--- src/rtl/alu_arbiter_pkg.sv ---
// Shared definitions for the arbitrated ALU: ALUop encodings, requester count
// and default datapath widths.
package alu_arbiter_pkg;

   localparam int WIDTH_DEF = 32;
   localparam int OPW_DEF   = 4;
   localparam int NUM_REQ   = 2;

   // ALUop encodings shared with the issue logic and the ALU itself.
   // Values not listed here produce a zero result.
   typedef enum logic [3:0] {
      ALU_ADD  = 4'd0,
      ALU_SUB  = 4'd1,
      ALU_SLL  = 4'd2,
      ALU_SLT  = 4'd3,
      ALU_SLTU = 4'd4,
      ALU_XOR  = 4'd5,
      ALU_SRL  = 4'd6,
      ALU_SRA  = 4'd7,
      ALU_OR   = 4'd8,
      ALU_AND  = 4'd9,
      ALU_XXX  = 4'd15
   } aluop_e;

endpackage

--- src/rtl/alu_arbiter_alu.sv ---
// Combinational ALU shared by both requesters. Shifts use the low five bits of
// operand B; SLT compares signed, SLTU unsigned; unknown ops return zero.
module alu_arbiter_alu
   import alu_arbiter_pkg::*;
#(
   parameter int WIDTH = 32,
   parameter int OPW   = 4
) (
   input  logic [WIDTH-1:0] a,
   input  logic [WIDTH-1:0] b,
   input  logic [OPW-1:0]   aluop,
   output logic [WIDTH-1:0] result
);

   localparam int SHW = $clog2(WIDTH);

   logic [SHW-1:0] shamt_s;
   logic           slt_s;
   logic           sltu_s;

   assign shamt_s = b[SHW-1:0];
   assign slt_s   = ($signed(a) < $signed(b));
   assign sltu_s  = (a < b);

   // Operation select.
   always_comb begin
      result = '0;
      case (aluop)
         ALU_ADD:  result = a + b;
         ALU_SUB:  result = a - b;
         ALU_SLL:  result = a << shamt_s;
         ALU_SLT:  result = {{(WIDTH-1){1'b0}}, slt_s};
         ALU_SLTU: result = {{(WIDTH-1){1'b0}}, sltu_s};
         ALU_XOR:  result = a ^ b;
         ALU_SRL:  result = a >> shamt_s;
         ALU_SRA:  result = $unsigned($signed(a) >>> shamt_s);
         ALU_OR:   result = a | b;
         ALU_AND:  result = a & b;
         default:  result = '0;
      endcase
   end

endmodule

--- src/rtl/alu_arbiter.sv ---
// Two-requester round-robin front end for a single ALU. Each requester owns
// one registered result slot, so an accepted operation always answers on the
// following cycle. A slot being drained can be refilled in the same cycle.
module alu_arbiter
   import alu_arbiter_pkg::*;
#(
   parameter int WIDTH = WIDTH_DEF,
   parameter int OPW   = OPW_DEF
) (
   input  logic             clk,
   input  logic             rst,
   input  logic             req0_valid,
   output logic             req0_ready,
   input  logic [WIDTH-1:0] req0_a,
   input  logic [WIDTH-1:0] req0_b,
   input  logic [OPW-1:0]   req0_aluop,
   input  logic             req1_valid,
   output logic             req1_ready,
   input  logic [WIDTH-1:0] req1_a,
   input  logic [WIDTH-1:0] req1_b,
   input  logic [OPW-1:0]   req1_aluop,
   output logic             rsp0_valid,
   output logic [WIDTH-1:0] rsp0_data,
   input  logic             rsp0_ready,
   output logic             rsp1_valid,
   output logic [WIDTH-1:0] rsp1_data,
   input  logic             rsp1_ready,
   output logic             busy
);

   logic [NUM_REQ-1:0] elig_s;
   logic [NUM_REQ-1:0] grant_s;
   logic               prio_r;
   logic [WIDTH-1:0]   alu_a_s;
   logic [WIDTH-1:0]   alu_b_s;
   logic [OPW-1:0]     alu_op_s;
   logic [WIDTH-1:0]   alu_res_s;
   logic               rsp0_valid_nxt_s;
   logic               rsp1_valid_nxt_s;

   // A requester may issue when its slot is empty or is being emptied now.
   assign elig_s[0] = req0_valid & (~rsp0_valid | rsp0_ready);
   assign elig_s[1] = req1_valid & (~rsp1_valid | rsp1_ready);

   // Round-robin grant: the pointer only matters when both are eligible.
   always_comb begin
      grant_s = '0;
      if (elig_s[0] && elig_s[1]) begin
         if (prio_r) begin
            grant_s[1] = 1'b1;
         end else begin
            grant_s[0] = 1'b1;
         end
      end else if (elig_s[0]) begin
         grant_s[0] = 1'b1;
      end else if (elig_s[1]) begin
         grant_s[1] = 1'b1;
      end else begin
         grant_s = '0;
      end
   end

   assign req0_ready = grant_s[0];
   assign req1_ready = grant_s[1];

   // Steer the granted operands into the ALU; idle drives a harmless op.
   always_comb begin
      alu_a_s  = '0;
      alu_b_s  = '0;
      alu_op_s = OPW'(ALU_XXX);
      if (grant_s[0]) begin
         alu_a_s  = req0_a;
         alu_b_s  = req0_b;
         alu_op_s = req0_aluop;
      end else if (grant_s[1]) begin
         alu_a_s  = req1_a;
         alu_b_s  = req1_b;
         alu_op_s = req1_aluop;
      end else begin
         alu_a_s  = '0;
         alu_b_s  = '0;
         alu_op_s = OPW'(ALU_XXX);
      end
   end

   alu_arbiter_alu #(
      .WIDTH (WIDTH),
      .OPW   (OPW)
   ) u_alu (
      .a      (alu_a_s),
      .b      (alu_b_s),
      .aluop  (alu_op_s),
      .result (alu_res_s)
   );

   // Next slot occupancy: a refill wins over a drain, so there is no bubble.
   always_comb begin
      rsp0_valid_nxt_s = rsp0_valid;
      rsp1_valid_nxt_s = rsp1_valid;
      if (grant_s[0]) begin
         rsp0_valid_nxt_s = 1'b1;
      end else if (rsp0_valid && rsp0_ready) begin
         rsp0_valid_nxt_s = 1'b0;
      end else begin
         rsp0_valid_nxt_s = rsp0_valid;
      end
      if (grant_s[1]) begin
         rsp1_valid_nxt_s = 1'b1;
      end else if (rsp1_valid && rsp1_ready) begin
         rsp1_valid_nxt_s = 1'b0;
      end else begin
         rsp1_valid_nxt_s = rsp1_valid;
      end
   end

   // Result slots, busy flag and round-robin pointer.
   always_ff @(posedge clk) begin
      if (rst) begin
         rsp0_valid <= 1'b0;
         rsp1_valid <= 1'b0;
         rsp0_data  <= '0;
         rsp1_data  <= '0;
         busy       <= 1'b0;
         prio_r     <= 1'b0;
      end else begin
         rsp0_valid <= rsp0_valid_nxt_s;
         rsp1_valid <= rsp1_valid_nxt_s;
         busy       <= rsp0_valid_nxt_s | rsp1_valid_nxt_s;
         if (grant_s[0]) begin
            rsp0_data <= alu_res_s;
         end else begin
            rsp0_data <= rsp0_data;
         end
         if (grant_s[1]) begin
            rsp1_data <= alu_res_s;
         end else begin
            rsp1_data <= rsp1_data;
         end
         if (grant_s[0]) begin
            prio_r <= 1'b1;
         end else if (grant_s[1]) begin
            prio_r <= 1'b0;
         end else begin
            prio_r <= prio_r;
         end
      end
   end

endmodule
--- config.mk ---
export PLATFORM = sky130hd
export DESIGN_NAME = alu_arbiter
export DESIGN_NICKNAME = d
export VERILOG_FILES = /design/src/rtl/alu_arbiter_pkg.sv /design/src/rtl/alu_arbiter_alu.sv /design/src/rtl/alu_arbiter.sv
export SDC_FILE = /design/constraint.sdc
export NUM_CORES = 1
export LEC_CHECK = 0
export CAP_MARGIN = 20
export CORE_UTILIZATION = 40
export DETAILED_ROUTE_END_ITERATION = 8
export DONT_BUFFER_PORTS = 1
export MAX_ROUTING_LAYER = met4
export PLACE_DENSITY_LB_ADDON = 0.15
export SETUP_SLACK_MARGIN = 0.3
export SKIP_LAST_GASP = 1
export SYNTH_ARGS = -nofsm -noshare
export SYNTH_HDL_FRONTEND = slang
export SYNTH_HIERARCHICAL = 1
export SYNTH_SLANG_ARGS = --single-unit
--- constraint.sdc ---
create_clock -name clk -period 6.3 [get_ports clk]
set_input_delay 1.89 -clock clk [delete_from_list [all_inputs] [get_ports clk]]
set_output_delay 1.89 -clock clk [all_outputs]
set_load 0.005 [all_outputs]
* Yosys cells after proc, flatten, opt, wreduce, memory -nomap -nowiden *
Cells that the tools add are included.

storage, ports and cells
  bits in latches = 0
  bits of input ports = 142
  register bits after elaboration = 68
  memories = 0
  bits in writable memories = 0
  output and inout bits = 69
  bits in read-only memories = 0
  word-level logic and storage cells = 56

operators by class
  $mul = 0
  add/sub/neg operators = 2
  muxes and demuxes = 19
  div/mod/pow operators = 0
  order comparisons = 2
  shift operators = 3
  bitwise logic cells = 10
  equal/unequal tests = 9
  reduce and logical (&&, ||, !) cells = 5

operator list
  kind                                                                   number
  32-bit one-hot mux with 10 select lines                                1
  32-bit two-way mux                                                     4
  32-bit < comparator                                                    2
  32-bit adder                                                           1
  32-bit AND                                                             1
  32-bit bitwise OR                                                      1
  32-bit by 5-bit left shift with 32-bit output                          1
  32-bit by 5-bit right shift with 32-bit output                         1
  32-bit by 5-bit >>> shifter with 32-bit output                         1
  32-bit subtractor                                                      1
  32-bit XOR                                                             1
  4-bit by 3-bit equality test with 1-bit output, second input constant  4
  1-bit two-way mux                                                      11
  4-bit by 2-bit equality test with 1-bit output, second input constant  2
  4-bit equality test, second input constant                             2
  4-bit two-way mux                                                      2
  4-bit by 1-bit equality test with 1-bit output, second input constant  1
  4-bit zero test                                                        1
  1-bit logical AND                                                      3
  1-bit bitwise OR                                                       3
  1-bit AND                                                              2
  2-bit two-way mux                                                      1
  1-bit inverter                                                         2
  2-bit nonzero test                                                     1

* Depth between registers and ports, before layout *
  depth after elaboration = 10
  depth in mapped cells = 24
  depth with buffers taken out = 19

* Modules after synthesis *
The synthesis kept the hierarchy.

modules (own cells, without submodules)
  module           seq. area each (um2)  instances  cells an instance  area each (um2)
  alu_arbiter_alu  0.0                   1          1,287              8,064.0
  alu_arbiter      1,361.3               1          347                3,462.1

* Least setup slack after synthesis *
OpenSTA, ideal clock, no wires.

  path kind = input port to flip-flop
  start = input rsp0_ready
  end = register rsp1_data[26]
  stages = 24
  buffers on the path = 6
  slack = -0.228 ns
  library setup time = 0.126 ns
  arrival = 6.402 ns
  cell sequence = nand2b_1 o211ai_1 inv_2 buf_2 a22o_1 inv_1 buf_2 buf_2 buf_1 buf_2 ha_1 buf_4 o21bai_2 a2111oi_4 o41ai_4 o41ai_2 nor4_1 nor3b_1 o41a_1 a311oi_2 nor3_1 a211o_1 nand2b_1 mux2i_1

between the ends
  longest elaborated chain between the ends = 8
  elaborated cells on any way between the ends = 31
  those cells by class = add/sub: 2; eq/ne: 9; shift: 3; mux: 10; bitwise: 5; reduce/logical: 2

RTL lines
  item                                                    line                                  text
  start, declared                                         alu_arbiter.sv:24                     input logic rsp0_ready,
  1-bit bitwise OR *                                      alu_arbiter.sv:42                     assign elig_s[0] = req0_valid & (~rsp0_valid | rsp0_ready);
  1-bit AND *                                             alu_arbiter.sv:42
  1-bit two-way mux or 1-bit logical AND (tied branches)  alu_arbiter.sv:54, alu_arbiter.sv:48
  2-bit two-way mux *                                     alu_arbiter.sv:48                     if (elig_s[0] && elig_s[1]) begin
  32-bit two-way mux                                      alu_arbiter.sv:75                     end else if (grant_s[1]) begin
  32-bit two-way mux *                                    alu_arbiter.sv:71                     if (grant_s[0]) begin
  via alu_b_s[2]                                          alu_arbiter.sv:35                     logic [WIDTH-1:0] alu_b_s;
  32-bit subtractor (tied with other cells)               alu_arbiter_alu.sv:30                 ALU_SUB: result = a - b;
  32-bit one-hot mux with 10 select lines *               alu_arbiter_alu.sv:28                 case (aluop)
  via alu_res_s[26]                                       alu_arbiter.sv:37                     logic [WIDTH-1:0] alu_res_s;
  end signal, assigned                                    alu_arbiter.sv:135                    rsp1_data <= alu_res_s;
  end signal, assigned                                    alu_arbiter.sv:137                    rsp1_data <= rsp1_data;
  end, declared                                           alu_arbiter.sv:26                     output logic [WIDTH-1:0] rsp1_data,

The timed path passes the listed nets; every way through them passes the cells marked *.
A chain may end at the register's enable or synchronous reset.

* Final worst setup path *
  start = input rsp0_ready
  end = register rsp1_data[27]

between the ends
  longest elaborated chain between the ends = 8
  elaborated cells on any way between the ends = 31
  those cells by class = add/sub: 2; eq/ne: 9; shift: 3; mux: 10; bitwise: 5; reduce/logical: 2

RTL lines
  item                                                    line
  1-bit bitwise OR *                                      alu_arbiter.sv:42
  1-bit AND *                                             alu_arbiter.sv:42
  1-bit two-way mux or 1-bit logical AND (tied branches)  alu_arbiter.sv:54, alu_arbiter.sv:48
  2-bit two-way mux *                                     alu_arbiter.sv:48
  32-bit two-way mux                                      alu_arbiter.sv:75
  32-bit two-way mux *                                    alu_arbiter.sv:71
  via alu_b_s[7]                                          alu_arbiter.sv:35
  32-bit subtractor or 32-bit adder (tied branches)       alu_arbiter_alu.sv:30, alu_arbiter_alu.sv:29
  32-bit one-hot mux with 10 select lines *               alu_arbiter_alu.sv:28
  via alu_res_s[27]                                       alu_arbiter.sv:37

Marked as above.

==> flow_summary.toml <==
[status]
run_status = "finished clean"

[logic_synthesis]
synth_fa_ha_area_frac = 0.111
post_synth_main_area_contributors = "sky130_fd_sc_hd__dfxtp_1, sky130_fd_sc_hd__ha_1, sky130_fd_sc_hd__mux2i_1"
synth_simple_gate_area_frac = 0.217
syn-num-nets = 1877
netlist-cell-type-count = 82
synth-compound-area-share = 0.337
post_synth_inst_count = 1634
synth_top_area_cell = "sky130_fd_sc_hd__dfxtp_1"
synthesis.area_mm2 = 0.0115
most_numerous_cell_in_the_yosys_netlist = "sky130_fd_sc_hd__nor2_1"
post_synth_edffs = 0
synth.area.mux_share = 0.123
synth_sequential_area_ratio = 0.118
syn-mean-instance-area_um2 = 7.05
yosys_most_used_dff = "sky130_fd_sc_hd__dfxtp_1"
yosys_register_bits = 68
synth_warnings = 6
postSynth.asyncResetShare = 0
yosys.area.top_type_share = 0.118
yosys-top-cells-count = "sky130_fd_sc_hd__nor2_1, sky130_fd_sc_hd__o21ai_0, sky130_fd_sc_hd__a21oi_1"
largest_family_of_logic_cells_by_synthesized_area = "compound AO/OA/AOI/OAI gates"
synth_xor_area_frac = 0.0144

[clocking]
cts-buffers-inserted = 9
clk_path_buf_depth = 2
cts.reportedPaths.clkPinSlew_ns = 0.05
cts_hold_buf = 0
cts_tree = "built"
clock_tree.htree_level_count = 3
cts.root.buffer_cell = "sky130_fd_sc_hd__clkbuf_16"
clock_sinks = 68
clock_insertion_delay_worst_skew_ns = 0.33

[flow_run]
max_cap_viol_count = 0

[grt]
grt_max_degree = 101
antenna_found_initial = 0
grt_first_pass_wirelength_mm = 75.0
first_global_vias = 11500
global_route.usage.total = 0.355
overflow = 0

[worst_setup_path]
worst-endpoint-arrival_ns = 6.17
critical_path.cell_chain = "nor2b_1, o211ai_2, clkinv_2, buf_8, a22o_1, inv_1, ha_1, nor3_4, nand2_2, a311oi_4, nor3_2, o41ai_4, a31oi_2, o221a_1, o221ai_2, xnor2_1, a221o_1, nand2b_1, mux2i_1"
r2r_start = "rsp0_valid"
timing.critical_path.fanout_max = 33
rr_worst_depth = 19
cp_slowest_cell = "sky130_fd_sc_hd__o41ai_4"
cp_data_required_time_ns = 6.50
timing_worst_setup_path_type = "input port to flip-flop"
timing.rr.end = "rsp1_data[27]"
cp_slowest_stage_delay_ns = 0.45
kind_of_capture_point_of_the_worst_setup_path = "flip-flop"
worst-r2r-setup-slack_ns = 1.46
startpoint_type = "input port"

[worst_hold_path]
timing.hold.worst_path_depth = 2
worstHoldPathType = "flip-flop to flip-flop"
hold_start = "rsp1_data[14]"
worst_hold_path.endpoint = "rsp1_data[14]"

[sta]
finalWorstPathRequiredPeriod_ns = 5.97
final.period_utilization = 0.948
final_hold_viol_count = 0
relSlewSlack = 0.116
rsz0062_at_grt = "yes"
worst-slew-pin-transition_ns = 1.32
worst_hold_slack_ns = 0.487
tns_ns = 0
endpoints_failing_setup = 0
post-route-worst-setup-slack_ns = 0.326
setup_skew_after_layout_ns = 0.00622
fmaxAchievable_ghz = 0.167
report.final.slew_viol_count = 0

[power]
vdd.ir_drop.worst_mv = 0.126
p_per_area_mw_per_mm2 = 217
power_leakage_nw = 5.41

[detailed_routing]
drt_drc_violations_left = 0
routed_wire_length_per_instance_um = 26.2
detail-route-antenna-nets = 0
drt_first_pass_iters = 6
initialDrtViolationCount = 1257
drt-vias-per-instance = 6.33
vias = 12700
postRouteWirelength_mm = 52.5

[final_layout]
num_antenna_cells = 0
nFillCells = 2991
area.growth.synth_to_final_pct = 11.1
finalNonFillerCells = 2006
multi_input_area_mm2 = 0.00944
fin_nets = 1866
register_area_mm2 = 0.00136
drive_gt1_frac = 0.120

[floorplan]
die_w_um = 172
die_area_mm2 = 0.0295
floorplan.die.height_um = 172
core_area_mm2 = 0.0281
boundary_pin_count = 211
starting_density = 0.410
placement_rows = 61

[placed_design]
place.port_buffers = 0
dpl.cell_count = 1985
detailed_place_hpwl_mm = 41.3
gp_congestion = 1.02
detailedPlace.worstSlack_ns = -0.291
## through the flow
| stage | total power, W | cell area (um^2) | utilization |
|---|---|---|---|
| 6_report | 0.00277 | 12800 | 0.456 |
| 5_1_grt | 0.00292 | 12800 | 0.456 |
| 3_5_place_dp | 0.00216 | 12300 | 0.436 |
| 2_1_floorplan | 0.00162 | 11600 | - |
| 3_3_place_gp | 0.00217 | 12300 | 0.436 |
| 4_1_cts | 0.00270 | 12600 | 0.449 |
## worst max-delay path by stage
stage / endpoint / slack, ns / cells past startpoint / from
global route: rsp1_data[27] / 0.23 / 19 / rsp0_ready
global placement: rsp1_data[27] / -0.24 / 19 / rsp1_ready
CTS: rsp1_data[26] / 0.33 / 20 / rsp1_ready
floorplan: rsp1_data[26] / 0.30 / 24 / rsp0_ready
detailed placement: rsp1_data[27] / -0.29 / 19 / rsp1_ready
finish: rsp1_data[27] / 0.33 / 19 / rsp0_ready
## per-layer routing
metal	track usage	part of all wire	routed length, um
met5	-	0	0
met2	0.536	0.43	22600
met3	0.0446	0.088	4650
met1	0.490	0.45	23800
met4	0.107	0.029	1500
## cell families after synthesis
| group | count (synthesis) |
|---|---|
| buffers and inverters | 224 |
| flip-flops | 68 |
| adder cells (fa/ha/maj) | 101 |
| AND/OR/NAND/NOR | 519 |
| multiplexers | 134 |
| XOR/XNOR | 19 |
| AO/OA/AOI/OAI | 569 |
## final cells by class
cell class / instances / area share
Timing Repair Buffer: 109 / 0.0674
Multi-Input combinational cell: 1342 / 0.737
Clock inverter: 7 / 0.00713
Sequential cell: 68 / 0.106
Clock buffer: 9 / 0.0176
Tap cell: 378 / 0.0369
Inverter: 93 / 0.0274
## report_power, final
| part | total (W) | switching (W) | internal, W |
|---|---|---|---|
| clock | 0.000527 | 0.000182 | 0.000344 |
| combinational | 0.00175 | 0.00112 | 0.000629 |
| sequential | 0.000494 | 0.0000294 | 0.000465 |
## critical path: cells and delay by family
kind	cells	cell delay (ns)
xor gates and xnor gates	1	0.14
buffers and inverters	3	0.55
adders and majority gates	1	0.37
muxes	1	0.08
and+or+nand+nor	5	0.79
AOI/OAI and AO/OA	8	2.29
## what timing repair did
action / 4_1_cts / 5_1_grt
pin swaps: 2 / 10
setup endpoints to repair: 16 / 22
resized for setup: 4 / 33
setup buffers: 2 / 3
## cell usage in the layout (no fill, tap or decap), types with 7 or more instances in the layout
cell type / n
sky130_fd_sc_hd__nor2_1: 182
sky130_fd_sc_hd__o21ai_0: 135
sky130_fd_sc_hd__a21oi_1: 131
sky130_fd_sc_hd__mux2i_1: 118
sky130_fd_sc_hd__nand2b_1: 114
sky130_fd_sc_hd__nand2_1: 105
sky130_fd_sc_hd__buf_4: 105
sky130_fd_sc_hd__ha_1: 96
sky130_fd_sc_hd__inv_1: 89
sky130_fd_sc_hd__dfxtp_1: 68
sky130_fd_sc_hd__a22o_1: 60
sky130_fd_sc_hd__o211ai_1: 28
sky130_fd_sc_hd__nor3_1: 28
sky130_fd_sc_hd__nand3_1: 25
sky130_fd_sc_hd__a21o_1: 24
sky130_fd_sc_hd__a211oi_1: 21
sky130_fd_sc_hd__a31oi_1: 19
sky130_fd_sc_hd__a221oi_1: 19
sky130_fd_sc_hd__xnor2_1: 15
sky130_fd_sc_hd__nor2b_1: 13
sky130_fd_sc_hd__a211o_1: 13
sky130_fd_sc_hd__o221ai_1: 12
sky130_fd_sc_hd__mux2_2: 11
sky130_fd_sc_hd__o22ai_1: 10
sky130_fd_sc_hd__clkbuf_16: 9
sky130_fd_sc_hd__o21bai_1: 9
sky130_fd_sc_hd__a221o_1: 8
sky130_fd_sc_hd__nor4_1: 7
## state kept, by name (all words and copies together) (netlist names)
name,cells
rsp0_data,32
prio_r,1
rsp0_valid,1
busy,1
rsp1_valid,1
rsp1_data,32
No activity file was read; power rests on OpenSTA's default activity.
